[src/rtl/pixel_stream_gen.sv]
`default_nettype none
// +--------------------------------------------------------------------------+
// | pixel_stream_gen: black frames with one white box, IPU-style pixel bus.  |
// | Optional PATTERN_MOTION_EN bounces the box horizontally. Rev 1.0         |
// +--------------------------------------------------------------------------+
module pixel_stream_gen #(
  parameter int H_ACTIVE = 640,
  parameter int H_BLANK  = 160,
  parameter int V_ACTIVE = 480,
  parameter int V_BLANK  = 45,
  parameter int COLOR_W  = 12,
  parameter int COORD_W  = 11
`ifdef PATTERN_MOTION_EN
  ,
  parameter int STEP     = 4
`endif
) (
  input  logic               iCLK,
  input  logic               iRST,
  input  logic               iStart,
  input  logic               iStop,
  input  logic [7:0]         iNumFrames,
  input  logic [COORD_W-1:0] iBoxX,
  input  logic [COORD_W-1:0] iBoxY,
  input  logic [COORD_W-1:0] iBoxW,
  input  logic [COORD_W-1:0] iBoxH,
  output logic               oDVAL,
  output logic [COLOR_W-1:0] oRed,
  output logic [COLOR_W-1:0] oGreen,
  output logic [COLOR_W-1:0] oBlue,
  output logic [COORD_W-1:0] oX_Cont,
  output logic [COORD_W-1:0] oY_Cont,
  output logic               oFrameDone,
  output logic               oBusy
);

  localparam int CW1 = COORD_W + 1;
  localparam logic [COORD_W-1:0] H_ACT_LAST = COORD_W'(H_ACTIVE - 1);
  localparam logic [COORD_W-1:0] H_LAST     = COORD_W'(H_ACTIVE + H_BLANK - 1);
  localparam logic [COORD_W-1:0] V_ACT_LAST = COORD_W'(V_ACTIVE - 1);
  localparam logic [COORD_W-1:0] V_LAST     = COORD_W'(V_ACTIVE + V_BLANK - 1);
`ifdef PATTERN_MOTION_EN
  localparam logic [CW1-1:0] STEP_X  = CW1'(STEP);
  localparam logic [CW1-1:0] H_ACT_X = CW1'(H_ACTIVE);
`endif

  typedef enum logic [1:0] {
    S_IDLE   = 2'd0,
    S_ACTIVE = 2'd1,
    S_HBLANK = 2'd2,
    S_VBLANK = 2'd3
  } state_t;

  state_t state_q, state_d;
  logic [COORD_W-1:0] h_q, h_d, v_q, v_d;
  logic [7:0] frames_q, frames_d, num_q, num_d;
  logic stop_q, stop_d;
  logic [COORD_W-1:0] box_x_q, box_x_d, box_y_q, box_y_d;
  logic [COORD_W-1:0] box_w_q, box_w_d, box_h_q, box_h_d;
`ifdef PATTERN_MOTION_EN
  logic dir_q, dir_d;  // 1 = moving toward smaller X
`endif

  logic dval_q, dval_d, white_q, white_d, done_q, done_d, busy_q, busy_d;
  logic [COORD_W-1:0] x_q, x_d, y_q, y_d;
  logic [CW1-1:0] x_e, y_e;

  always_comb begin
    state_d  = state_q;
    h_d      = h_q;
    v_d      = v_q;
    frames_d = frames_q;
    num_d    = num_q;
    stop_d   = stop_q | (iStop & (state_q != S_IDLE));
    box_x_d  = box_x_q;
    box_y_d  = box_y_q;
    box_w_d  = box_w_q;
    box_h_d  = box_h_q;
`ifdef PATTERN_MOTION_EN
    dir_d    = dir_q;
`endif

    case (state_q)
      S_IDLE: begin
        if (iStart) begin
          state_d  = S_ACTIVE;
          h_d      = '0;
          v_d      = '0;
          frames_d = '0;
          num_d    = iNumFrames;
          box_x_d  = iBoxX;
          box_y_d  = iBoxY;
          box_w_d  = iBoxW;
          box_h_d  = iBoxH;
`ifdef PATTERN_MOTION_EN
          dir_d    = 1'b0;
`endif
        end
      end
      S_ACTIVE: begin
        h_d = h_q + 1'b1;
        if (h_q == H_ACT_LAST) state_d = S_HBLANK;
      end
      S_HBLANK: begin
        if (h_q == H_LAST) begin
          h_d     = '0;
          v_d     = v_q + 1'b1;
          state_d = (v_q == V_ACT_LAST) ? S_VBLANK : S_ACTIVE;
        end else begin
          h_d = h_q + 1'b1;
        end
      end
      S_VBLANK: begin
        if (h_q == H_LAST) begin
          h_d = '0;
          if (v_q == V_LAST) begin
            v_d      = '0;
            frames_d = frames_q + 8'd1;
            if (stop_d || ((num_q != 8'd0) && (frames_d == num_q))) begin
              state_d = S_IDLE;
            end else begin
              // Back-to-back frame: the box is re-sampled at this boundary only.
              state_d = S_ACTIVE;
              box_y_d = iBoxY;
              box_w_d = iBoxW;
              box_h_d = iBoxH;
`ifdef PATTERN_MOTION_EN
              if (!dir_q) begin
                if (({1'b0, box_x_q} + {1'b0, iBoxW} + STEP_X) > H_ACT_X) begin
                  dir_d   = 1'b1;
                  box_x_d = (box_x_q >= STEP_X[COORD_W-1:0]) ?
                            box_x_q - STEP_X[COORD_W-1:0] : box_x_q;
                end else begin
                  box_x_d = box_x_q + STEP_X[COORD_W-1:0];
                end
              end else if (box_x_q < STEP_X[COORD_W-1:0]) begin
                dir_d   = 1'b0;
                box_x_d = box_x_q + STEP_X[COORD_W-1:0];
              end else begin
                box_x_d = box_x_q - STEP_X[COORD_W-1:0];
              end
`else
              box_x_d = iBoxX;
`endif
            end
          end else begin
            v_d = v_q + 1'b1;
          end
        end else begin
          h_d = h_q + 1'b1;
        end
      end
      default: state_d = S_IDLE;
    endcase

    if (state_d == S_IDLE) stop_d = 1'b0;

    // Outputs describe the cycle being entered, so they come from the _d side.
    dval_d  = (state_d == S_ACTIVE);
    x_d     = dval_d ? h_d : '0;
    y_d     = dval_d ? v_d : '0;
    x_e     = {1'b0, h_d};
    y_e     = {1'b0, v_d};
    white_d = dval_d &&
              (x_e >= {1'b0, box_x_d}) && (x_e < ({1'b0, box_x_d} + {1'b0, box_w_d})) &&
              (y_e >= {1'b0, box_y_d}) && (y_e < ({1'b0, box_y_d} + {1'b0, box_h_d}));
    done_d  = (state_d == S_VBLANK) && (h_d == H_LAST) && (v_d == V_LAST);
    busy_d  = (state_d != S_IDLE);
  end

  always_ff @(posedge iCLK or posedge iRST) begin
    if (iRST) begin
      state_q  <= S_IDLE;
      h_q      <= '0;
      v_q      <= '0;
      frames_q <= '0;
      num_q    <= '0;
      stop_q   <= 1'b0;
      box_x_q  <= '0;
      box_y_q  <= '0;
      box_w_q  <= '0;
      box_h_q  <= '0;
`ifdef PATTERN_MOTION_EN
      dir_q    <= 1'b0;
`endif
      dval_q   <= 1'b0;
      x_q      <= '0;
      y_q      <= '0;
      white_q  <= 1'b0;
      done_q   <= 1'b0;
      busy_q   <= 1'b0;
    end else begin
      state_q  <= state_d;
      h_q      <= h_d;
      v_q      <= v_d;
      frames_q <= frames_d;
      num_q    <= num_d;
      stop_q   <= stop_d;
      box_x_q  <= box_x_d;
      box_y_q  <= box_y_d;
      box_w_q  <= box_w_d;
      box_h_q  <= box_h_d;
`ifdef PATTERN_MOTION_EN
      dir_q    <= dir_d;
`endif
      dval_q   <= dval_d;
      x_q      <= x_d;
      y_q      <= y_d;
      white_q  <= white_d;
      done_q   <= done_d;
      busy_q   <= busy_d;
    end
  end

  assign oDVAL      = dval_q;
  assign oRed       = {COLOR_W{white_q}};
  assign oGreen     = {COLOR_W{white_q}};
  assign oBlue      = {COLOR_W{white_q}};
  assign oX_Cont    = x_q;
  assign oY_Cont    = y_q;
  assign oFrameDone = done_q;
  assign oBusy      = busy_q;

endmodule
`default_nettype wire
[config.mk]
export PLATFORM = sky130hd
export DESIGN_NAME = pixel_stream_gen
export DESIGN_NICKNAME = d
export VERILOG_FILES = /design/src/rtl/pixel_stream_gen.sv
export SDC_FILE = /design/constraint.sdc
export NUM_CORES = 1
export LEC_CHECK = 0
export CORE_UTILIZATION = 56
export CTS_CLUSTER_SIZE = 20
export DETAILED_ROUTE_END_ITERATION = 6
export PLACE_DENSITY_LB_ADDON = 0.25
export SYNTH_ARGS = -nofsm -noshare
export SYNTH_HDL_FRONTEND = slang
export SYNTH_SLANG_ARGS = --single-unit
[constraint.sdc]
create_clock -name iCLK -period 7.44 [get_ports iCLK]
set_input_delay 1.116 -clock iCLK [delete_from_list [all_inputs] [get_ports iCLK]]
set_output_delay 1.116 -clock iCLK [all_outputs]
set_load 0.02 [all_outputs]
# Word level (Yosys, flattened, before mapping)
# Cells that the tools add are included.
[totals]
register_bits = 111
output_inout_bits = 61
in_bits = 56
[classes]
bitwise = 2
n_reduce_logical = 17
addsub = 5
n_lt_le_gt_ge = 4
mux = 43
eq_ne = 15
[op_table]
columns = ["op", "count"]
rows = [
  ["$mux 11", 24],
  ["$pmux 11 s2", 4],
  ["$pmux 11 s3", 2],
  ["$eq 11x10->1 const B", 5],
  ["$add 11x11->12", 2],
  ["$lt 11x12->1", 2],
  ["$mux 8", 3],
  ["$add 11x1->11 const B", 2],
  ["$ge 11x11->1", 2],
  ["$pmux 8 s2", 1],
  ["$mux 2", 6],
  ["$eq 11x9->1 const B", 1],
  ["$add 8x1->8 const B", 1],
  ["$eq 8x8->1", 1],
  ["$pmux 2 s4", 1],
  ["$reduce_bool 8->1", 1],
  ["$logic_and 1x1->1", 7],
  ["$eq 2x2->1 const B", 3],
  ["$ne 2x2->1 const B", 3],
  ["$reduce_bool 2->1", 3],
  ["$eq 2x1->1 const B", 2],
  ["$logic_not 2->1", 2],
  ["$reduce_and 4->1", 1],
  ["$mux 1", 2],
  ["5 further kinds", 5],
]

# Longest topological paths before layout
[depth]
depth_word = 13
depth_mapped = 30
mapped_depth_nobuf = 28

# Worst setup path before layout
# No wires, ideal clock.
[synth_timing]
path_kind = "input port to flip-flop"
startpoint = "in iStart"
endpoint = "reg white_q"
setup_ns = 0.105
arrival_ns = 5.533
cell_stages = 25
path_slack_ns = 1.802
n_path_buf = 4
path_cell_list = "clkbuf_1 and2_1 clkbuf_1 clkbuf_1 buf_1 a21oi_1 o21ai_0 ha_1 inv_1 fa_1 nor2b_1 o21ai_0 a21oi_1 o21ai_0 a21oi_1 nand2b_1 ha_1 a21oi_1 nor2b_1 o21ai_0 nand2b_1 a221o_1 o21ai_0 a221oi_1 nor4b_1"
[synth_rtl]
columns = ["element", "line", "text"]
rows = [
  ["start: declaration", "20", "input logic iStart,"],
  ["$mux 11 (*)", "85", "if (iStart) begin"],
  ["$pmux 11 s2 (*)", "83", "case (state_q)"],
  ["net box_y_d[0]", "58", "logic [COORD_W-1:0] box_x_q, box_x_d, box_y_q, box_y_d;"],
  ["$add 11x11->12 or $ge 11x11->1 (tied branches)", "166", "(y_e >= {1'b0, box_y_d}) && (y_e < ({1'b0, box_y_d} + {1'b0, box_h_d}));"],
  ["$lt 11x12->1 or $logic_and 1x1->1 (tied branches)", "166, 165", ""],
  ["$logic_and 1x1->1 (*)", "166", ""],
  ["net white_d", "64", "logic dval_q, dval_d, white_q, white_d, done_q, done_d, busy_q, busy_d;"],
  ["end signal: assignment", "209", "white_q <= white_d;"],
  ["end: declaration", "64", ""],
]
# The timed path passes the listed nets; every way through them passes the cells marked *.
# A chain may end at the register's enable or synchronous reset.

# Worst setup path after layout
[layout_timing]
startpoint = "reg frames_q[5]"
endpoint = "reg white_q"
[layout_via]
elab_chain_cells = 13
[layout_lines]
columns = ["element", "line", "text"]
rows = [
  ["start: declaration", "56", "logic [7:0] frames_q, frames_d, num_q, num_d;"],
  ["start signal: assignment", "196", "frames_q <= frames_d;"],
  ["$add 8x1->8", "118", "frames_d = frames_q + 8'd1;"],
  ["$eq 8x8->1", "119", "if (stop_d || ((num_q != 8'd0) && (frames_d == num_q))) begin"],
  ["$logic_and 1x1->1", "119", ""],
  ["$logic_or 1x1->1", "119", ""],
  ["$mux 11", "119", ""],
  ["$mux 11", "116", "if (v_q == V_LAST) begin"],
  ["$mux 11", "114", "if (h_q == H_LAST) begin"],
  ["$pmux 11 s2", "83", ""],
  ["net box_w_d[1]", "59", "logic [COORD_W-1:0] box_w_q, box_w_d, box_h_q, box_h_d;"],
  ["$add 11x11->12", "165", "(x_e >= {1'b0, box_x_d}) && (x_e < ({1'b0, box_x_d} + {1'b0, box_w_d})) &&"],
  ["$lt 11x12->1", "165", ""],
  ["$logic_and 1x1->1 (2 in a row)", "165", ""],
  ["$logic_and 1x1->1", "166", ""],
  ["net white_d", "64", ""],
]
# The timed path passes the listed nets, and every way through them passes these cells.

==> reports/qor.csv <==
stage,metric,value,unit
drt,wl_met1,9.51,mm
worst_setup_path,arrival,6.80,ns
global_routing,grt_pass1_vias,6639,
timing,maxSlewViolCount,0,
worst_setup_path,r2r_cells,22,
placement,port_buffers,116,
pwr,p_per_area,126,nW/µm²
drt,top_layer_used,met4,
worst_setup_path,r2r_end,white_q,
drt,wl_met3,1.23,mm
timing,fmax,153,MHz
worst_setup_path,slowest_stage,o211ai_4,
run_status,status,completed,
drt,wl_met2,9.39,mm
timing,hold_viol_final,0,
die,fp.dieW,123,µm
placement,dpl.hpwl,14.9,mm
synthesis,synth-warning-count,0,
worst_setup_path,end_kind,flop,
layout,final_common_cell,nand2_1,
drt,num_vias,7098,
timing,finClkSkew,0.00849,ns
timing,fin_crit_sh,0.880,
timing,worstMarginPinSlew,1.15,ns
timing,slew_headroom,0.228,
drt,vias_per_cell,5.84,
drt,postRouteAntennaNets,0,
synthesis,synth_largest_area_cell,dfrtp_1,
layout,final_cell_mix,"nand2_1, clkdlybuf4s50_1, dfrtp_1",
synthesis,ys_ff_latch,111,
synthesis,synth_edf_count,0,
flow_run,drv_cap,0,
die,io_pins,117,
clock_tree,postCtsResizedCells,0,
timing,min_period,6.55,ns
drt,wl_per_cell,16.9,µm
worst_setup_path,r2r_setup_slack,0.89,ns
clock_tree,clkSinkCount,111,
worst_hold_path,min_path_type,reg -> reg,
clock_tree,htreeDepth,3,
worst_setup_path,cpMostUsedCell,a21oi_1,
worst_hold_path,hold_path_end,box_h_q[0],
worst_hold_path,hold_depth,2,
layout,drive_above_1_share,0.0550,
die,initial_utilization,0.581,
pwr,leakage,4.16,nW
layout,area.growth.synth_to_final,17.4,%
drt,drc,0,
clock_tree,cts_tree,built,
synthesis,ys_types,62,
worst_setup_path,startpoint,frames_q[5],
pwr,ir_drop,0.134,mV
timing,grt_setup_unrepaired,false,
synthesis,synth.area.top_cells,"dfrtp_1, ha_1, nand2_1",
synthesis,synth_area,8160,µm²
synthesis,synth_fp_nets,1096,
pwr,power.total,1.21,mW
timing,setup_viol,0,
synthesis,syn_area_per_cell,8.44,µm²
drt,drt_first_pass_iters,6,
synthesis,async_reset_ff_frac,1.00,
synthesis,syn_inst,967,
worst_setup_path,critical_path_class,reg -> reg,
synthesis,synth-seq-area-share,0.340,
clock_tree,cts_made_buffers,9,
clock_tree,post_cts_buffers,0,
worst_setup_path,cp_slowest_stage_delay,0.81,ns
drt,dr.first_iter.drc_count,598,
worst_setup_path,start_kind,flop,
die,design.core.area,14000,µm²
timing,setup_total_negative_slack,0,ns
die,row_count,43,
layout,nets,1160,
layout,num_antenna_cells,0,
die,die_h,123,µm
clock_tree,cts_root_buf,clkbuf_16,
worst_setup_path,cp_max_fo,23,
clock_tree,cts_hold_buf,0,
global_routing,antenna_found_initial,0,
worst_setup_path,cp.required,7.70,ns
global_routing,grt_use_total,0.285,
synthesis,synth_top_area_frac,0.340,
clock_tree,clock_latency,0.37,ns
worst_setup_path,r2r-start,frames_q[5],
global_routing,grt_max_degree,79,
global_routing,overflow,0,
clock_tree,clockBufferDepth,2,
synthesis,synth_flop_cell,dfrtp_1,
drt,wirelength,20.5,mm
clock_tree,cts.clk_slew.worst_paths,0.07,ns
worst_hold_path,min_from,box_h_q[0],
worst_setup_path,cp_cell_sequence,or3b_4 -> a2111oi_4 -> o32ai_1 -> o211ai_4 -> buf_4 -> nand2_1 -> a21oi_1 -> a21oi_1 -> o21ai_0 -> ha_1 -> a21o_1 -> a21oi_1 -> o21ai_2 -> a311oi_1 -> o41ai_1 -> a21oi_1 -> xor2_1 -> ha_1 -> a2111oi_0 -> o211a_1 -> a311oi_1 -> nor4b_1,
die,die_area,15100,µm²
placement,place.gp.congestion,0.940,
global_routing,grt_pass1_wl,33.5,mm
## area by class of cell
class                   instances  area, µm²
multi-input cells             695       4650
fillers                      1128       4460
flip-flops and latches        111       2780
repair buffers                133       1290
inverters                      81        307
clock buffers                  10        239
well taps                     180        225
clock inverters                 6        100
## critical path, delay by kind of cell, from the launching register on
kind,cells,cell delay (ns)
buffers and inverters,1,0.43
adders and majority gates,2,0.58
and+or+nand+nor,3,0.83
DFF,1,0.50
AOI/OAI and AO/OA,15,3.89
xor gates and xnor gates,1,0.17
## metrics by stage
stage	std cells	setup slack, ns	hold WS (ns)	utilization	cell area [µm²]
2_1_floorplan	967	1.80	0.487	-	8160
3_3_place_gp	1200	1.20	0.516	0.658	9240
3_5_place_dp	1200	0.944	0.526	0.658	9240
4_1_cts	1216	0.905	0.544	0.682	9580
5_1_grt	1216	0.505	0.572	0.682	9580
6_report	1216	0.895	0.546	0.682	9580
## kinds of logic (layout without fill, tap and decap cells)
| family | after synthesis | after routing | synth area share |
|---|---|---|---|
| XOR/XNOR | 28 | 28 | 0.0300 |
| multiplexers | 28 | 28 | 0.0354 |
| AO/OA/AOI/OAI | 281 | 281 | 0.222 |
| buffers and inverters | 161 | 230 | 0.0917 |
| AND/OR/NAND/NOR | 285 | 285 | 0.167 |
| flip-flops | 111 | 111 | 0.340 |
| adder cells (fa/ha/maj) | 73 | 73 | 0.114 |
## sequential cells by signal, indices dropped and copies added (netlist names)
signal / count
box_h_q: 11
box_w_q: 11
box_x_q: 11
box_y_q: 11
frames_q: 8
h_q: 11
num_q: 8
oBusy: 1
oDVAL: 1
oFrameDone: 1
oX_Cont: 11
oY_Cont: 11
state_q: 2
stop_q: 1
v_q: 11
white_q: 1
## cell usage after synthesis, types with 5 or more instances
master    count
nand2_1     136
xor2_1       14
and3_1        6
nand3_1      16
o31ai_1      10
o21ai_0      98
xnor2_1      14
ha_1         71
buf_1         6
buf_4        37
nor2b_1      21
a31oi_1       7
a21o_1       21
o21bai_1      6
nor4_1       11
a21oi_1      78
o21a_1       15
mux2i_1      21
clkbuf_1     33
nor2_1       38
nor3_1        5
o211ai_1      5
inv_1        81
and4_1        5
nand2b_1     15
a22oi_1       5
mux2_2        7
nand4_1      14
dfrtp_1     111
## power by group
part | switching [mW] | internal [mW]
Clock | 0.245 | 0.311
Sequential | 0.00000000000000000642 | 0.603
Combinational | 0.0223 | 0.0274
## worst max-delay path by stage
stage                     endpoint  slack [ns]  cells past startpoint
after floorplan            white_q        1.80                     25
after global placement     white_q        1.20                     25
after detailed placement   white_q        0.94                     22
after CTS                  white_q        0.91                     22
after global routing       white_q        0.51                     23
final                      white_q        0.89                     22
## per-layer routing
layer	global-route usage	vias to the layer above
met5	0	-
met4	0.0747	0
met3	0.0525	29
met2	0.447	255
met1	0.405	3344
li1	-	3470
(Power assumes the default switching activity.)
==> RTL change (config.mk and constraints unchanged) <==
The 4 states of `state_t` get a Gray code encoding in 2 bits.
--- a/src/rtl/pixel_stream_gen.sv
+++ b/src/rtl/pixel_stream_gen.sv
@@ -45,10 +45,10 @@
 `endif
 
   typedef enum logic [1:0] {
-    S_IDLE   = 2'd0,
-    S_ACTIVE = 2'd1,
-    S_HBLANK = 2'd2,
-    S_VBLANK = 2'd3
+    S_IDLE   = 2'b00,
+    S_ACTIVE = 2'b01,
+    S_HBLANK = 2'b11,
+    S_VBLANK = 2'b10
   } state_t;
 
   state_t state_q, state_d;
Check against the original RTL: no difference found for any inputs over 10 cycles, from zero or initial values and one cycle with iRST high; not proved beyond that.
==> RTL change against the unedited design <==
Global-route usage down 2.1 points; synthesized area down 11%; sequential cell count unchanged; critical path depth grew 3; final area is 9.6% lower; routed wire length shrank 18%; first-iteration DRC count decreased by 53%; worst setup slack gained 160 ps; critical path type is now in2reg; highest routed layer unchanged.
Power is not compared: it rests on default switching activity, and its combinational part moved more than twofold at a synthesized area within 25%.
==> RTL change: results (changes against the unedited design) <==
| Metric | Value |
|---|---|
| Router iterations before antenna repair | `5 (was 6)` |
| Critical Path Max Stage Delay | `510 ps (was 810 ps)` |
| Worst Hold End | `box_w_q[4] (was box_h_q[0])` |
| Final net count | `943 (was 1,160)` |
| Cell depth of the worst hold path | `1 (was 2)` |
| Initial DRC Count | `282 (was 598)` |
| Synth cell types | `77 (was 62)` |
| GPL Wtd Cong | `0.914 (was 0.940)` |
| Vias in the first global route | `5,601 (was 6,639)` |
| Slowest stage cell on the critical path | `buf_4 (was o211ai_4)` |
| CP Max Fanout | `33 (was 23)` |
| GR Util met2 | `45.4% (was 44.7%)` |
| Net Count, Synth | `862 (was 1,096)` |
| M3 GR Usage | `6.59% (was 5.25%)` |
| Worst slew pin tran | `1080 ps (was 1150 ps)` |
| Post-Synth Adder-Cell Area | `12.4% (was 11.4%)` |
| Pin count of the biggest net entering global routing | `63 (was 79)` |
| Worst skew pair latency | `360 ps` |
| Synth cell count leaders | `dfrtp_1 (111), ha_1 (67), inv_1 (54) (was nand2_1 (136), dfrtp_1 (111), o21ai_0 (98))` |
| Filler cells | `1,023 (was 1,128)` |
| Global Route Usage Sum | `26.4% (was 28.5%)` |
| Area contributors post-synth | `dfrtp_1 (38%), ha_1 (12%), mux2_2 (6.7%), buf_4 (3.8%), o21ai_0 (3.0%) (was dfrtp_1 (34%), ha_1 (11%), nand2_1 (6.3%), o21ai_0 (6.0%), a21oi_1 (4.8%))` |
| R2r setup slk | `1240 ps (was 890 ps)` |
| Hold Crit Start | `box_w_q[4] (was box_h_q[0])` |
| Synth Area in Compound Gates | `15.0% (was 22.2%)` |
| Share of post-route cells with drive strength above 1 | `10.6% (was 5.50%)` |
| Clock Skews | `7.79 ps (was 8.49 ps)` |
| Wirelength, routed | `16,800 um (was 20,500 um)` |
| Port Buffers | `116 (unchanged)` |
| Multiplexer area fraction after synthesis | `8.73% (was 3.54%)` |
| Outcome | `finished, final reports clean (unchanged)` |
| First-pass GRT wire length | `27,300 um (was 33,500 um)` |
| DR vias/cell | `5.84 (about the same)` |
| Grt met1 use | `33.2% (was 40.5%)` |
| Synth Area in XOR/XNOR | `3.13% (was 3.00%)` |
| CTS root buffer | `clkbuf_16 (unchanged)` |
| Dpl cell area | `8350 sq um (was 9240 sq um)` |
| Number of antenna violations at the first check in global routing | `0 (unchanged)` |
| R2R depth | `26 (was 22)` |
| Pre-CTS setup slack | `729 ps (was 944 ps)` |
| Dpl hpwl | `12,800 um (was 14,900 um)` |
| Reg2reg start | `h_q[0] (was frames_q[5])` |
==> RTL change: cell types whose count changed in the layout (fill, tap and decap cells not counted), moves of 13 or more <==
cell	change
nand2_1	-88
nor2b_1	-13
a21oi_1	-45
and2_1	+14
mux2_2	+36
o21ai_0	-55
inv_1	-27
==> RTL change: area by class of cell <==
class	instances	area, sq um	area share (%)
clock buffer	12	256	2.96
clock inverter	4	51.3	0.592
inverter	55	209	2.41
multi-input combinational	518	3940	45.5
sequential	111	2780	32.1
tap	172	215	2.49
timing repair buffer	123	1210	14.0
==> RTL change: worst max path at each step <==
stage           from  endpoint  slack, ps  cells past startpoint
4_1_cts        iStop   white_q       1060                     25
6_report       iStop   white_q       1050                     25
5_1_grt        iStop   white_q        610                     25
3_5_place_dp   iStop   white_q        730                     25
2_1_floorplan  iStop   white_q       1740                     21
3_3_place_gp   iStop   white_q        980                     25
==> RTL change: through the flow <==
| step | cells | total power (uW) |
|---|---|---|
| 6_report | 995 | 2730 |
| 5_1_grt | 995 | 2950 |
| 3_5_place_dp | 979 | 2220 |
| 2_1_floorplan | 737 | 1870 |
| 4_1_cts | 995 | 2740 |
| 3_3_place_gp | 979 | 2160 |
==> RTL change: power by group through the flow <==
| stage | clock network [uW] | logic, uW | registers [uW] |
|---|---|---|---|
| final | 505 | 1400 | 823 |
| after global routing | 538 | 1580 | 838 |
| after CTS | 514 | 1400 | 821 |
| after detailed placement | 0 | 1390 | 831 |
| after global placement | 0 | 1340 | 823 |
| after floorplan | 0 | 1040 | 830 |
==> RTL change: routing by layer <==
layer	wire, um	up-vias	part of all wire (%)
li1	-	2755	-
met1	7480	2836	45
met2	8050	189	48
met3	969	26	5.8
met4	309	0	1.8
met5	0	-	0
